### src/rtl/debounce_pkg.sv
// -----------------------------------------------------------------------------
// debounce_pkg
//   Shared definitions for the input filtering blocks. The state encoding is
//   fixed at STABLE=1'b0 and QUALIFY=1'b1 so that later filter blocks can
//   reuse the same encoding.
//   No ports (package).
// -----------------------------------------------------------------------------
package debounce_pkg;

    // Two-state filter FSM: STABLE holds the accepted level, QUALIFY is
    // counting consecutive samples of a candidate new level.
    typedef enum logic {
        STABLE  = 1'b0,
        QUALIFY = 1'b1
    } db_state_e;

    localparam logic STATE_STABLE_ENC  = 1'b0;
    localparam logic STATE_QUALIFY_ENC = 1'b1;

endpackage : debounce_pkg

### src/rtl/sync_2ff.sv
// -----------------------------------------------------------------------------
// sync_2ff
//   Two-flop synchronizer for one asynchronous input. Both flops reset
//   asynchronously to RESET_LEVEL so that nothing downstream sees a spurious
//   change of level when reset is released.
// Ports
//   clk    in   1  system clock, rising edge
//   rst_n  in   1  asynchronous active-low reset
//   d      in   1  raw asynchronous input
//   q      out  1  synchronized level (second flop)
// -----------------------------------------------------------------------------
module sync_2ff #(
    parameter logic RESET_LEVEL = 1'b0
) (
    input  logic clk,
    input  logic rst_n,
    input  logic d,
    output logic q
);

    logic s1_r;
    logic s2_r;

    // Synchronizer chain: s1 captures the raw input, s2 feeds the logic that
    // follows.
    always_ff @(posedge clk or negedge rst_n) begin
        if (!rst_n) begin
            s1_r <= RESET_LEVEL;
            s2_r <= RESET_LEVEL;
        end else begin
            s1_r <= d;
            s2_r <= s1_r;
        end
    end

    assign q = s2_r;

endmodule : sync_2ff

### src/rtl/input_debouncer.sv
// -----------------------------------------------------------------------------
// input_debouncer
//   Turns a bouncing push-button or switch input into a clean, synchronous
//   level. The input passes through a two-flop synchronizer. A new level is
//   accepted only after the synchronized sample has differed from y for
//   STABLE_CYCLES consecutive clocks. Any sample that matches y again
//   restarts the qualification from zero.
//   Optional macro INPUT_DEBOUNCER_EDGE_EN adds the registered one-cycle
//   rise/fall pulses. Without the macro those ports and their flops are
//   absent.
// Ports
//   clk    in   1  system clock, rising edge
//   rst_n  in   1  asynchronous active-low reset
//   a      in   1  raw asynchronous input (may bounce)
//   y      out  1  debounced level (registered)
//   busy   out  1  high while a candidate level change is being qualified
//   rise   out  1  one-cycle pulse when y goes 0->1 (INPUT_DEBOUNCER_EDGE_EN)
//   fall   out  1  one-cycle pulse when y goes 1->0 (INPUT_DEBOUNCER_EDGE_EN)
// -----------------------------------------------------------------------------
module input_debouncer
    import debounce_pkg::*;
#(
    parameter int   STABLE_CYCLES = 16,
    localparam int  CNT_W         = $clog2(STABLE_CYCLES + 1),
    parameter logic RESET_LEVEL   = 1'b0
) (
    input  logic clk,
    input  logic rst_n,
    input  logic a,
    output logic y,
    output logic busy
`ifdef INPUT_DEBOUNCER_EDGE_EN
    ,
    output logic rise,
    output logic fall
`endif
);

    // The last count value before acceptance. The counter therefore stays in
    // 0..STABLE_CYCLES-1 and cannot wrap.
    localparam logic [CNT_W-1:0] CNT_LAST = CNT_W'(STABLE_CYCLES - 1);
    localparam logic [CNT_W-1:0] CNT_ONE  = CNT_W'(1);
    localparam logic [CNT_W-1:0] CNT_ZERO = {CNT_W{1'b0}};

    logic             s2;
    db_state_e        state_r;
    logic [CNT_W-1:0] cnt_r;
    logic             y_r;
    logic             busy_r;
    logic             take_s;

    sync_2ff #(
        .RESET_LEVEL (RESET_LEVEL)
    ) u_sync (
        .clk   (clk),
        .rst_n (rst_n),
        .d     (a),
        .q     (s2)
    );

    // Acceptance strobe: y takes s2 on this edge. With STABLE_CYCLES==1 the
    // first differing sample is accepted directly from STABLE.
    always_comb begin
        take_s = 1'b0;
        if (s2 != y_r) begin
            if ((state_r == STABLE) && (STABLE_CYCLES == 1)) begin
                take_s = 1'b1;
            end else if ((state_r == QUALIFY) && (cnt_r == CNT_LAST)) begin
                take_s = 1'b1;
            end else begin
                take_s = 1'b0;
            end
        end else begin
            take_s = 1'b0;
        end
    end

    // Filter FSM with its counter, the accepted level and the busy flag.
    always_ff @(posedge clk or negedge rst_n) begin
        if (!rst_n) begin
            state_r <= STABLE;
            cnt_r   <= CNT_ZERO;
            y_r     <= RESET_LEVEL;
            busy_r  <= 1'b0;
        end else begin
            case (state_r)
                STABLE: begin
                    if (take_s) begin
                        y_r    <= s2;
                        cnt_r  <= CNT_ZERO;
                        busy_r <= 1'b0;
                    end else if (s2 != y_r) begin
                        state_r <= QUALIFY;
                        cnt_r   <= CNT_ONE;
                        busy_r  <= 1'b1;
                    end else begin
                        cnt_r  <= CNT_ZERO;
                        busy_r <= 1'b0;
                    end
                end
                QUALIFY: begin
                    if (s2 == y_r) begin
                        // Bounced back to the accepted level: drop the candidate.
                        state_r <= STABLE;
                        cnt_r   <= CNT_ZERO;
                        busy_r  <= 1'b0;
                    end else if (take_s) begin
                        y_r     <= s2;
                        state_r <= STABLE;
                        cnt_r   <= CNT_ZERO;
                        busy_r  <= 1'b0;
                    end else begin
                        cnt_r  <= cnt_r + CNT_ONE;
                        busy_r <= 1'b1;
                    end
                end
                default: begin
                    state_r <= STABLE;
                    cnt_r   <= CNT_ZERO;
                    busy_r  <= 1'b0;
                end
            endcase
        end
    end

    assign y    = y_r;
    assign busy = busy_r;

`ifdef INPUT_DEBOUNCER_EDGE_EN
    logic rise_r;
    logic fall_r;

    // Edge pulses are set on the same edge as y, so each pulse is high in the
    // cycle in which y first shows its new value.
    always_ff @(posedge clk or negedge rst_n) begin
        if (!rst_n) begin
            rise_r <= 1'b0;
            fall_r <= 1'b0;
        end else begin
            rise_r <= take_s & s2;
            fall_r <= take_s & ~s2;
        end
    end

    assign rise = rise_r;
    assign fall = fall_r;
`else
    // This build has no edge outputs and no edge flops.
`endif

endmodule : input_debouncer

### config.mk
export PLATFORM = sky130hd
export DESIGN_NAME = input_debouncer
export DESIGN_NICKNAME = d
export VERILOG_FILES = /design/src/rtl/debounce_pkg.sv /design/src/rtl/sync_2ff.sv /design/src/rtl/input_debouncer.sv
export SDC_FILE = /design/constraint.sdc
export NUM_CORES = 1
export LEC_CHECK = 0
export ABC_CLOCK_PERIOD_IN_PS = 1300
export CAP_MARGIN = 10
export CORE_AREA = 2 2 39 41
export DETAILED_ROUTE_END_ITERATION = 16
export DIE_AREA = 0 0 41 43
export PLACE_DENSITY_LB_ADDON = 0.12
export SYNTH_ARGS = -nofsm -noshare
export SYNTH_HDL_FRONTEND = slang
export SYNTH_SLANG_ARGS = --single-unit
### constraint.sdc
create_clock -name clk -period 1.3 [get_ports clk]
set_input_delay 0.26 -clock clk [delete_from_list [all_inputs] [get_ports clk]]
set_output_delay 0.26 -clock clk [all_outputs]
set_load 0.03 [all_outputs]
==> results of run 1 <==
registers in the layout (all words and copies together), names as in the netlist:
name and flops:
u_sync.s1_r 1, cnt_r 5, u_sync.q 1, busy 1
y 1
repair_timing:
action / in CTS / in global routing
gates resized for setup: 1 / 0
buffers inserted: 0 / 0
setup endpoints to repair: 6 / 6
pin swaps: 2 / 0
endpoints found under the hold margin: 0 / 0
kinds of logic (layout without fill, tap and decap cells):
kind of cell	Yosys count	count (layout)
buf+inv	2	12
compound gates	1	1
flops	9	9
mux	1	1
simple gates	9	9
xor+xnor	3	3
fa+ha+maj	2	2
cell usage in the layout (no fill, tap or decap), types with 2 or more instances in the layout:
cell type	instances
sky130_fd_sc_hd__buf_4	4
sky130_fd_sc_hd__clkbuf_4	3
sky130_fd_sc_hd__clkdlybuf4s50_1	2
sky130_fd_sc_hd__dfrtp_1	9
sky130_fd_sc_hd__inv_1	2
sky130_fd_sc_hd__nor2_1	4
sky130_fd_sc_hd__xor2_1	2
metrics by stage:
stage / setup slack [ns] / util [%] / cell area (um^2) / total power (uW) / std cells
3_3_place_gp: -0.06399 / 33.00 / 456.7 / 340.5 / 49
3_5_place_dp: -0.06491 / 33.00 / 456.7 / 341.5 / 49
4_1_cts: -0.07727 / 35.26 / 488.0 / 559.5 / 53
2_1_floorplan: -0.09722 / - / 386.6 / 319.7 / 27
5_1_grt: -0.1146 / 35.26 / 488.0 / 584.0 / 53
6_report: -0.07327 / 35.26 / 488.0 / 546.3 / 53
power groups by stage:
| stage | Clock, uW | Sequential, uW | Combinational, uW |
|---|---|---|---|
| 2_1_floorplan | 0 | 305 | 15.0 |
| 3_3_place_gp | 0 | 301 | 40.0 |
| 3_5_place_dp | 0 | 301 | 40.8 |
| 4_1_cts | 223 | 296 | 40.9 |
| 5_1_grt | 243 | 297 | 44.8 |
| 6_report | 211 | 296 | 39.5 |
metal layers:
layer / vias to the layer above / track usage (%) / share of wire, %
met4: 0 / 8.000 / 2.0
met2: 4 / 11.25 / 47
met1: 106 / 11.04 / 46
met5: - / 0 / 0
li1: 107 / - / -
met3: 2 / 4.712 / 5.2
cell type report:
| class | count | area share, % |
|---|---|---|
| inverter | 2 | 1.538 |
| tap | 16 | 4.103 |
| clock buffer | 4 | 5.385 |
| multi-input combinational | 16 | 32.56 |
| sequential | 9 | 46.15 |
| timing repair buffer | 6 | 10.26 |
worst paths after layout:
kind                                        from            endpoint  slack, ns  cells after the start
max                           cnt_r[0]$_DFF_PN0_       y$_DFFE_PN0P_      -0.07                      5
min                                        rst_n       y$_DFFE_PN0P_       0.30                      1
max reg2reg                   cnt_r[0]$_DFF_PN0_       y$_DFFE_PN0P_      -0.07                      5
min reg2reg                u_sync.s1_r$_DFF_PN0_  u_sync.q$_DFF_PN0_       0.35                      0
max in group asynchronous                  rst_n  cnt_r[1]$_DFF_PN0_       0.72                      1
min in group clk           u_sync.s1_r$_DFF_PN0_  u_sync.q$_DFF_PN0_       0.35                      0
==> impl_metrics.env, run 1 <==
export IMPL_outcome="finished with violations"
export IMPL_failing_checks="setup timing"
export IMPL_layout_nets=43
export IMPL_fmax_mhz=728.2
export IMPL_synthesized_area_fraction_occupied_by_ao_oa_aoi_and_oai_cells_pct=5.226
export IMPL_share_comb_of_total_power_pct=7.2
export IMPL_critical_path_max_stage_delay_ns=0.38
export IMPL_setup_worst_path_end_class="flop"
export IMPL_rsz0062_at_grt="true"
export IMPL_synth_top_cells_by_count="9 x sky130_fd_sc_hd__dfrtp_1, 4 x sky130_fd_sc_hd__nor2_1, 2 x sky130_fd_sc_hd__ha_1, 2 x sky130_fd_sc_hd__inv_1, 2 x sky130_fd_sc_hd__xor2_1"
export IMPL_grt_overflow_total=0
export IMPL_finalHoldViolCount=0
export IMPL_clk_transition_reported_paths_ns=0.06
export IMPL_avgRoutedWirePerCell_um=10.15
export IMPL_crit_required_ns=1.44
export IMPL_synth_async_sr_flop_share_pct=100.0
export IMPL_synth_mux_area_share_pct=3.136
export IMPL_synth_simple_gate_area_share_pct=12.54
export IMPL_coreArea_um2=1384
export IMPL_routed_wl_um=538
export IMPL_cell_with_the_most_instances_after_synthesis="sky130_fd_sc_hd__dfrtp_1"
export IMPL_leakage_uw=0.0002325
export IMPL_ys_seq_area_share_pct=62.72
export IMPL_timing_setup_tns_ns=-0.1739
export IMPL_hpwl_um=410.5
export IMPL_grt_antenna_before_repair=0
export IMPL_syn_instance_count=27
export IMPL_yosys_cell_types_count=13
export IMPL_fin_worst_hold_slack_ns=0.2988
export IMPL_viasPerCell=4.132
export IMPL_crit_path_start_kind="flop"
export IMPL_die_width_um=41
export IMPL_synth_top_family_by_area="simple AND/OR/NAND/NOR gates"
export IMPL_ys_dominant_reg_cell="sky130_fd_sc_hd__dfrtp_1"
export IMPL_cts_root_buf="sky130_fd_sc_hd__clkbuf_4"
export IMPL_setup_viol=6
export IMPL_tritoncts="built"
export IMPL_grt_max_degree=10
export IMPL_synth_xor_xnor_area_share_pct=7.317
export IMPL_syn_area_per_cell_um2=13.30
export IMPL_internal_power_uw=427.5
export IMPL_syn_nets=32
export IMPL_worst_supply_voltage_drop_on_vdd_v=0.0004350
export IMPL_cap_viol_max_count=0
export IMPL_cp_num_buf_inv=0
export IMPL_htreeDepth=1
export IMPL_synth_enable_flop_cells=0
export IMPL_io_buffers=4
export IMPL_gp_congestion=0.7200
export IMPL_critical_path_top_delay_family="flip-flops"
export IMPL_crit_arrival_ns=1.51
export IMPL_drt_pass1_iter_count=2
export IMPL_ys_ff_latch=9
export IMPL_io_pins=5
export IMPL_initialDrtViolationCount=1
export IMPL_number_of_hold_buffers_added_after_cts=0
export IMPL_grt_pass1_wl_um=979
export IMPL_net_switching_power_uw=118.8
export IMPL_start_util_pct=25.95
export IMPL_skew_ns=0.0007951
export IMPL_power_per_cell_area_nw_per_um2=1120
export IMPL_grt_total_usage_pct=9.146
export IMPL_cp_max_fo=2
export IMPL_worstSetupPathType="reg -> reg"
export IMPL_drv_slew=0
export IMPL_syn_to_final_growth_pct=35.89
export IMPL_synth_cell_area_um2=359.1
export IMPL_netSwitchingFraction_pct=21.74
export IMPL_seq_power_share_pct=54.2
export IMPL_tritoncts_num_buffers=3
export IMPL_cts_buffer_depth=2
export IMPL_yosys_top_cells_area="sky130_fd_sc_hd__dfrtp_1 63%, sky130_fd_sc_hd__ha_1 7.0%, sky130_fd_sc_hd__a21boi_4 5.2%"
export IMPL_n_fill_cell=137
export IMPL_remaining_drc_errors=0
export IMPL_layout_cells_sized_above_1_pct=37.84
export IMPL_synth_area_in_adders_pct=6.969
export IMPL_timing_final_ws_setup_ns=-0.07327
export IMPL_num_antenna_cells=0
export IMPL_design_die_area_um2=1763
export IMPL_hp_class="in -> async"
export IMPL_synthDominantAreaCellType="sky130_fd_sc_hd__dfrtp_1"
export IMPL_latest_clock_arrival_within_the_worst_skew_pair_ns=0.25
export IMPL_tritoncts_num_sinks=9
export IMPL_synth_warnings=0
export IMPL_critical_path_slowest_cell="sky130_fd_sc_hd__dfrtp_1"
export IMPL_first_global_vias=235
export IMPL_measured_slew_at_the_worst_slew_check_pin_ns=0.4046
export IMPL_multiInputGateArea_um2=158.9
export IMPL_timing_final_crit_period_ns=1.373
export IMPL_layout_worst_path_cycle_share_pct=105.6
export IMPL_power_share_of_the_clock_group_pct=38.6
export IMPL_routed_vias=219
export IMPL_num_rows=14
export IMPL_synth_largest_type_area_fraction_pct=62.72
export IMPL_die_h_um=43
export IMPL_detail_route_antenna_nets=0
export IMPL_relSlewSlack_pct=72.94
export IMPL_critical_path_cell_chain="ha_2 > and3_4 > ha_4 > nand2_4 > mux2_4"
export IMPL_seq_area_um2=225.2
Power figures use the tool's default switching activity.
==> run 2: changes to the inputs <==
--- a/config.mk
+++ b/config.mk
@@ -6,7 +6,6 @@
 export NUM_CORES = 1
 export LEC_CHECK = 0
 export ABC_CLOCK_PERIOD_IN_PS = 1300
-export CAP_MARGIN = 10
 export CORE_AREA = 2 2 39 41
 export DETAILED_ROUTE_END_ITERATION = 16
 export DIE_AREA = 0 0 41 43
==> results of run 2 <==
No change in the layout: final DEF, timing and power equal those of run 1.
==> edit, RTL diff (flow settings as in run 2) <==
Add a define of `INPUT_DEBOUNCER_EDGE_EN`.
--- a/src/rtl/input_debouncer.sv
+++ b/src/rtl/input_debouncer.sv
@@ -17,6 +17,8 @@
 //   rise   out  1  one-cycle pulse when y goes 0->1 (INPUT_DEBOUNCER_EDGE_EN)
 //   fall   out  1  one-cycle pulse when y goes 1->0 (INPUT_DEBOUNCER_EDGE_EN)
 // -----------------------------------------------------------------------------
+`define INPUT_DEBOUNCER_EDGE_EN
+
 module input_debouncer
     import debounce_pkg::*;
 #(
Function (old outputs only; new: fall and rise): kept (Yosys induction, for registers that start in step).
==> edit against run 2 <==
  * The run still ends with negative setup slack left
  * Worst hold slack improved by 0.027 ns
  * Design area increased by 21%
  * Synthesized cell count grew 19%
  * Setup slack got worse by 0.12 ns
  * Count of clock-buffer cells in the layout stayed put
  * Total power is 13% higher
  * Sequential cell count is 2 higher
  * Critical path depth did not move
  * Area after synthesis is 16% higher
  * Wire length grew 21%
==> edit: results (changes against run 2) <==
Non-Filler Instances 63 (+19%); met3 usage 3.14% (-1.6 points); worst r2r src cnt_r[1]; Final WS setup -0.191 ns (-0.117 ns); first-pass GRT wire length 1120 µm (+14%); Nets 53 (+23%); setup violators final 7 (+1); post-synthesis sequential area ratio 65.9% (+3.2 points); met2 Use GR 15.0% (+3.7 points); failing checks negative setup slack; Via density 4.33 (+4.9%); final WL 652 µm (+21%); met3 WL post-DR 26 µm (-7.1%); uppermost layer routed met3; CP peak stage delay 0.40 ns (+0.02 ns); GPL Wtd Cong 0.672 (-6.7%); synth cell count leaders dfrtp_1 (11), nor2_1 (5); Setup WS pre-CTS -0.200 ns (-0.136 ns); combinational power share 6.6% (-0.6 points); Max rail drop VDD 0.489 mV (+12%); FILL cells 138 (+0.73%); Layout Skew 0.00278 ns (+0.00198 ns); worst hold slack 0.326 ns (+0.0268 ns); top post-synthesis cells by area dfrtp_1 (66%), ha_1 (6.0%), nor2_1 (4.5%); Pleak 0.276 nW (+19%); largest net degree at the start of global routing 12 (+2); seq pwr 0.000358 W (+21%); vias in the first global route 297 (+26%); Net Sw Power 0.000126 W (+6.1%); Data arrival, critical path 1.68 ns (+0.17 ns); outcome finished with violations; met2 wire length 352 µm (+40%); syn_nets 37 (+16%); reg2reg end cnt_r[1]; wire length on met1 273 µm (+11%); Mapped Avg Cell Area 13.1 µm² (-1.8%); dpl hpwl 530 µm (+29%); count of different cell masters after synthesis 14 (+1)
==> edit: logic make-up after synthesis <==
logic type	count (synthesis)	share of synthesized area (%)
simple gates	11	14.4
mux	1	2.69
compound gates	2	2.99
fa+ha+maj	2	5.99
xor+xnor	3	6.29
flops	11	65.9
buf+inv	2	1.80
==> edit: worst max-delay path by stage <==
stage,startpoint,to,cells past startpoint
finish,cnt_r[1],cnt_r[1],5
global route,cnt_r[1],cnt_r[2],5
CTS,cnt_r[1],cnt_r[1],5
detailed placement,cnt_r[1],cnt_r[1],5
global placement,cnt_r[0],cnt_r[4],5
floorplan,cnt_r[0],cnt_r[1],5
==> edit: critical path: cells and delay by family, from the launching register on <==
kind | cells | cell delay [ns]
adder cells (fa/ha/maj) | 2 | 0.35
flip-flops | 1 | 0.39
AND/OR/NAND/NOR | 3 | 0.69
==> edit: cell type report <==
cell class	instances	share of cell area, %
clock buffer	4	4.45
timing repair buffer	11	15.3
inverter	2	1.27
multi-input combinational	19	29.0
tap	16	3.39
sequential	11	46.6
